### src/rtl/memory_sdp_pipe.sv
// memory_sdp_pipe
//   Simple-dual-port RAM with a synchronous write port and a registered,
//   fully pipelined read port (RD_LATENCY of 1 or 2) qualified by rd_valid.
//   After every reset a clear engine writes INIT_VALUE to all DEPTH words.
//   While it runs, init_busy is high and every request is rejected.
//
// Parameters
//   DATA_WIDTH  word width
//   ADDR_WIDTH  address width; addresses >= DEPTH are out of range
//   DEPTH       number of words, 1..2**ADDR_WIDTH
//   RD_LATENCY  read pipeline depth, 1 or 2
//   INIT_VALUE  word written by the clear engine
//
// Ports
//   clk, rst                 single rising-edge clock, async active-high reset
//   data_in, write_enable,   write port; accepted only in READY and in range
//   wr_addr
//   rd_en, rd_add            read request; accepted only in READY and in range
//   data_out, rd_valid       read result RD_LATENCY edges after the request;
//                            data_out holds its value while rd_valid is low
//   init_busy                clear engine active
//   wr_err, rd_err           one-cycle pulses for rejected write / read
//
// Build option
//   MEM_WR_BYPASS_EN  defined: a same-edge read of the address being written
//                     returns the new data_in (write-first).
//                     undefined: that read returns the old word (read-first).

module memory_sdp_pipe #(
  parameter int unsigned           DATA_WIDTH = 8,
  parameter int unsigned           ADDR_WIDTH = 8,
  parameter int unsigned           DEPTH      = 256,
  parameter int unsigned           RD_LATENCY = 1,
  parameter logic [DATA_WIDTH-1:0] INIT_VALUE = '0
) (
  input  logic                  clk,
  input  logic                  rst,
  input  logic [DATA_WIDTH-1:0] data_in,
  input  logic                  write_enable,
  input  logic [ADDR_WIDTH-1:0] wr_addr,
  input  logic                  rd_en,
  input  logic [ADDR_WIDTH-1:0] rd_add,
  output logic [DATA_WIDTH-1:0] data_out,
  output logic                  rd_valid,
  output logic                  init_busy,
  output logic                  wr_err,
  output logic                  rd_err
);

  typedef enum logic {
    CLEAR = 1'b0,
    READY = 1'b1
  } state_t;

  // One extra bit so DEPTH == 2**ADDR_WIDTH is representable.
  localparam logic [ADDR_WIDTH:0]   DEPTH_EXT = (ADDR_WIDTH + 1)'(DEPTH);
  localparam logic [ADDR_WIDTH-1:0] LAST_ADDR = ADDR_WIDTH'(DEPTH - 1);

  state_t                  state;
  logic [ADDR_WIDTH-1:0]   clr_cnt;
  logic [DATA_WIDTH-1:0]   mem [DEPTH];

  logic                    wr_in_range;
  logic                    rd_in_range;
  logic                    wr_ok;
  logic                    rd_ok;
  logic                    clr_we;
  logic [DATA_WIDTH-1:0]   rd_word;

  always_comb begin
    wr_in_range = ({1'b0, wr_addr} < DEPTH_EXT);
    rd_in_range = ({1'b0, rd_add} < DEPTH_EXT);
    wr_ok       = (state == READY) && write_enable && wr_in_range;
    rd_ok       = (state == READY) && rd_en && rd_in_range;
    // The clear engine only writes once reset has been released.
    clr_we      = (state == CLEAR) && !rst;
  end

  always_comb begin
    rd_word = mem[rd_add];
`ifdef MEM_WR_BYPASS_EN
    if (wr_ok && (wr_addr == rd_add)) begin
      rd_word = data_in;
    end
`endif
  end

  // Storage has no reset; contents come from the clear engine.
  always_ff @(posedge clk) begin
    if (clr_we) begin
      mem[clr_cnt] <= INIT_VALUE;
    end else if (wr_ok) begin
      mem[wr_addr] <= data_in;
    end
  end

  // Control FSM and error strobes.
  always_ff @(posedge clk or posedge rst) begin
    if (rst) begin
      state     <= CLEAR;
      clr_cnt   <= '0;
      init_busy <= 1'b1;
      wr_err    <= 1'b0;
      rd_err    <= 1'b0;
    end else begin
      wr_err <= write_enable && !wr_ok;
      rd_err <= rd_en && !rd_ok;
      case (state)
        CLEAR: begin
          clr_cnt <= clr_cnt + 1'b1;
          if (clr_cnt == LAST_ADDR) begin
            state     <= READY;
            init_busy <= 1'b0;
          end
        end
        READY: begin
          state <= READY;
        end
        default: begin
          state     <= CLEAR;
          clr_cnt   <= '0;
          init_busy <= 1'b1;
        end
      endcase
    end
  end

  // Read pipeline. The array read is captured on the request edge so that
  // read-first ordering falls out of non-blocking write semantics.
  if (RD_LATENCY == 2) begin : g_lat2
    logic                  p1_valid;
    logic [DATA_WIDTH-1:0] p1_data;

    always_ff @(posedge clk or posedge rst) begin
      if (rst) begin
        p1_valid <= 1'b0;
        p1_data  <= '0;
        rd_valid <= 1'b0;
        data_out <= '0;
      end else begin
        p1_valid <= rd_ok;
        if (rd_ok) begin
          p1_data <= rd_word;
        end
        rd_valid <= p1_valid;
        if (p1_valid) begin
          data_out <= p1_data;
        end
      end
    end
  end else begin : g_lat1
    always_ff @(posedge clk or posedge rst) begin
      if (rst) begin
        rd_valid <= 1'b0;
        data_out <= '0;
      end else begin
        rd_valid <= rd_ok;
        if (rd_ok) begin
          data_out <= rd_word;
        end
      end
    end
  end

endmodule
### config.mk
export PLATFORM = sky130hd
export DESIGN_NAME = memory_sdp_pipe
export DESIGN_NICKNAME = d
export VERILOG_FILES = /design/src/rtl/memory_sdp_pipe.sv
export SDC_FILE = /design/constraint.sdc
export NUM_CORES = 2
export LEC_CHECK = 0
export ABC_CLOCK_PERIOD_IN_PS = 5100
export CAP_MARGIN = 20
export CELL_PAD_IN_SITES_DETAIL_PLACEMENT = 1
export CELL_PAD_IN_SITES_GLOBAL_PLACEMENT = 1
export CORE_MARGIN = 2
export CORE_UTILIZATION = 50
export DETAILED_ROUTE_END_ITERATION = 10
export MAX_ROUTING_LAYER = met4
export PLACE_DENSITY_LB_ADDON = 0.12
export SLEW_MARGIN = 20
export SYNTH_ARGS = -nofsm -noshare
export SYNTH_HDL_FRONTEND = slang
export SYNTH_SLANG_ARGS = --single-unit
export TNS_END_PERCENT = 5
### constraint.sdc
create_clock -name clk -period 5.1 [get_ports clk]
set_clock_uncertainty 0.05 [all_clocks]
set_input_delay 1.275 -clock clk [delete_from_list [all_inputs] [get_ports clk]]
set_output_delay 1.275 -clock clk [all_outputs]
set_load 0.02 [all_outputs]
==> results.md <==
Power and ir drop:
- The power density over cell area is 368 mW/mm2.
- The analysis attributes to cell leakage a power of 25.6 nW.
- The worst voltage drop across the vdd grid is 0.388 mV.

Clock network:
- The number of post-CTS setup repair buffers is 0.
- Clock tree synthesis inserted a total of 207 buffers.
- The number of buffers on the longest clock path is 3.
- The count of cells resized by post-cts repair is 0.
- The clock latency reported for the late side of the worst-skew pair is 0.83 ns.
- The CTS tree is yes.
- Clock-pin slew was measured on the worst setup and hold paths at 0.06 ns.
- The H-tree generated during clock tree synthesis spans 4 levels.
- The tree is rooted in a sky130_fd_sc_hd__clkbuf_16.
- Clock tree synthesis found a total of 2069 sinks.
- The number of hold buffers added after CTS is 0.

Floorplan:
- The die covers 0.165 mm2.
- The die width is 406 um.
- The starting density of the core is 50.3%.
- After floorplanning, the core was sized to cover 0.161 mm2.
- Measured along the y axis, the die boundary spans 406 um.
- The boundary pin count is 40.
- The floorplan row count is 147.

Yosys:
- For this run, the leading register cell type out of synthesis is sky130_fd_sc_hd__edfxtp_1.
- The average instance in the mapped netlist occupies 20.1 um2.
- The net count of the mapped netlist is 4053.
- After synthesis the netlist holds a flip-flop and latch count of 2069.
- The async set-or-reset flop fraction in the synthesized netlist is 1.01%.
- The number of library cell types mapped by synthesis is 64.
- The mapped netlist covers 0.0808 mm2.
- The number of warnings issued by yosys is 0.
- The instance count of the mapped netlist is 4024.
- For this run, the register share of the synthesized area comes to 76.7%.
- The number of synthesized flops with an enable pin is 2048.

Timing:
- Setup repair after global routing left no endpoint under its margin.
- The hold violation total from the final report is 0.
- Setup violations remaining at the end of the flow were counted as 0.
- At the pin with the least slew margin, the transition time is 1.07 ns.
- In this run the tightest slew margin relative to its limit is 27.9%.
- The clock period could shrink to 4.75 ns.
- In the finished design, the share of the clock period the worst path needs comes to 93.1%.
- Based on the critical path, the design can be clocked at up to 211 MHz.
- The setup TNS is 0 ns.
- The total count of max-transition violations in the final report is 0.

Critical path:
- The data arrival time of the worst path is 5.48 ns.
- In this run the worst path has a maximum fanout of 19.
- The kind of end point of the critical path is a flip-flop.
- The worst register-to-register path has a depth of 7.
- For flop-to-flop paths, the worst setup slack is 1.79 ns.
- STA puts the critical path data required time at 5.83 ns.
- The type of the setup path with the least slack is in -> reg.
- The worst setup path is launched from a primary input.

Outcome:
- The run finished with clean final reports.

Routing:
- The total routed wirelength is 228000 um.
- After the first detailed-routing iteration, the DRC count stood at 5291.
- For this run, design rule violations remaining after detail routing come to 0.
- The routed via count divided by cell count is 6.27.
- The total via count after detailed routing is 42.8k.
- Dividing the detail-routed wire length by the instance count gives 33.4 um.
- The number of optimization iterations in the first detailed-route pass is 5.
- The remaining antenna violation count is 0.

Cells and area:
- In the final layout, the share of cells above drive strength 1 is 24.2%.
- The relative area change from synthesis to final layout is 14.9%.
- In the layout the commonest cells are sky130_fd_sc_hd__edfxtp_1, sky130_fd_sc_hd__buf_4, sky130_fd_sc_hd__mux4_2.
- In the final design database the tool counted 4519 nets.
- Once layout is complete, the cells apart from fillers number 6820.
- The most common cell after layout, fill and taps aside is sky130_fd_sc_hd__edfxtp_1.

GRT:
- The remaining global-route overflow is 0.
- The number of global-route vias before repair is 43.4k.
- The initial antenna violation count is 5.
- Entering global routing, the biggest net connects 173 pins.
- Across every metal layer, demand over resource in global routing totals 28.9%.
- The first global-routing pass estimated 327000 um of wire.

Place:
- The congestion estimate from routability-driven global placement came to 0.899.
- In this run the tool buffered the top-level ports with 39 buffer cells.
- Detailed placement ended at an HPWL of 149000 um.
- In this run, placement finished with an instance count of 6441.

Job:
- The max-capacitance violation count is 0.

Hold path:
- The worst min-delay path category is reg -> reg.
- Along the worst hold path, the cell count comes to 1.
synthesized netlist by cell type (all sizes together), types with 3 or more instances:
cell type	n	share of area (%)
edfxtp	2048	76
mux4	378	11
mux2i	293	3.6
nor2	283	1.3
nand2	151	0.71
buf	144	1.5
o22ai	113	0.88
clkbuf	95	0.44
a22oi	63	0.59
a21oi	52	0.32
o221ai	52	0.56
a211oi	51	0.47
nand3	49	0.30
o21ai	39	0.24
nor3	32	0.20
dfrtp	20	0.62
nand3b	19	0.18
a31oi	17	0.13
a211o	11	0.12
and3	10	0.077
a2111oi	8	0.087
nand4	7	0.054
nor4	7	0.062
o31ai	7	0.065
or3	7	0.054
and2	6	0.046
inv	6	0.028
nand2b	6	0.046
a221oi	5	0.054
a22o	4	0.043
nor2b	4	0.031
xnor2	4	0.043
mux2	3	0.042
o21a	3	0.028
o22a	3	0.033
or3b	3	0.033
xor2	3	0.033
report_power, final:
group          switching (mW)  total, mW  internal [mW]  leakage [nW]
Sequential           0.000676       18.4           18.4          14.5
Combinational           0.639      0.995          0.355          7.86
Clock                    6.43       14.8           8.39          3.20
layer usage:
layer	vias to the layer above	part of all wire (%)	GRT usage (%)
li1	17597	-	-
met1	23073	43	42.0
met2	1814	48	44.2
met3	266	7.1	3.99
met4	0	2.0	6.59
met5	-	0	-
per-stage QoR:
stage / setup WS (ns) / util [%] / power, mW / instance area (um2) / hold slack, ns
floorplan: -0.656 / - / 19.4 / 80800 / 0.443
global placement: -0.284 / 53.8 / 19.7 / 86400 / 0.405
detailed placement: -0.312 / 53.8 / 19.7 / 86400 / 0.408
CTS: 0.542 / 57.9 / 34.4 / 92900 / 0.417
global route: 0.492 / 57.9 / 35.1 / 92900 / 0.431
finish: 0.354 / 57.9 / 34.2 / 92900 / 0.412
critical path, cell delays in order:
cell	delay (ns)
sky130_fd_sc_hd__clkdlybuf4s50_1	0.96
sky130_fd_sc_hd__and3_1	0.69
sky130_fd_sc_hd__nand2_1	0.46
sky130_fd_sc_hd__nor3_1	0.10
sky130_fd_sc_hd__nor3_1	0.64
sky130_fd_sc_hd__nand4_1	0.55
sky130_fd_sc_hd__nor3_1	0.59
sky130_fd_sc_hd__a211o_1	0.16
state kept, by name, summed over array words and instances (netlist names):
register   count
mem         2048
clr_cnt        8
data_out       8
init_busy      1
rd_err         1
rd_valid       1
state          1
wr_err         1
cell type report:
type / instances / area [um2]
well taps: 2160 / 2700
flip-flops and latches: 2069 / 62000
inverters: 7 / 28.8
clock inverters: 122 / 1100
diodes: 1 / 2.50
repair buffers: 496 / 4300
clock buffers: 256 / 5430
fillers: 13805 / 67700
multi-input cells: 1709 / 17300
path summary, 6_finish.rpt:
path                                to       from
max                        data_out[1]  rd_add[6]
min in group asynchronous   clr_cnt[4]        rst
min reg2reg                  init_busy  init_busy
max reg2reg                 mem[68][5]      state
min                          init_busy  init_busy
max in group asynchronous  data_out[6]        rst
kinds of logic (layout without fill, tap and decap cells):
logic type / after synthesis / after routing / synth area share [%]
buffers and inverters: 246 / 881 / 1.95
XOR/XNOR: 7 / 7 / 0.0759
other: 0 / 1 / 0
AO/OA/AOI/OAI: 437 / 437 / 3.73
AND/OR/NAND/NOR: 590 / 590 / 3.17
flip-flops: 2069 / 2069 / 76.7
adder cells (fa/ha/maj): 1 / 1 / 0.0155
multiplexers: 674 / 674 / 14.3
(Power assumes the default switching activity.)
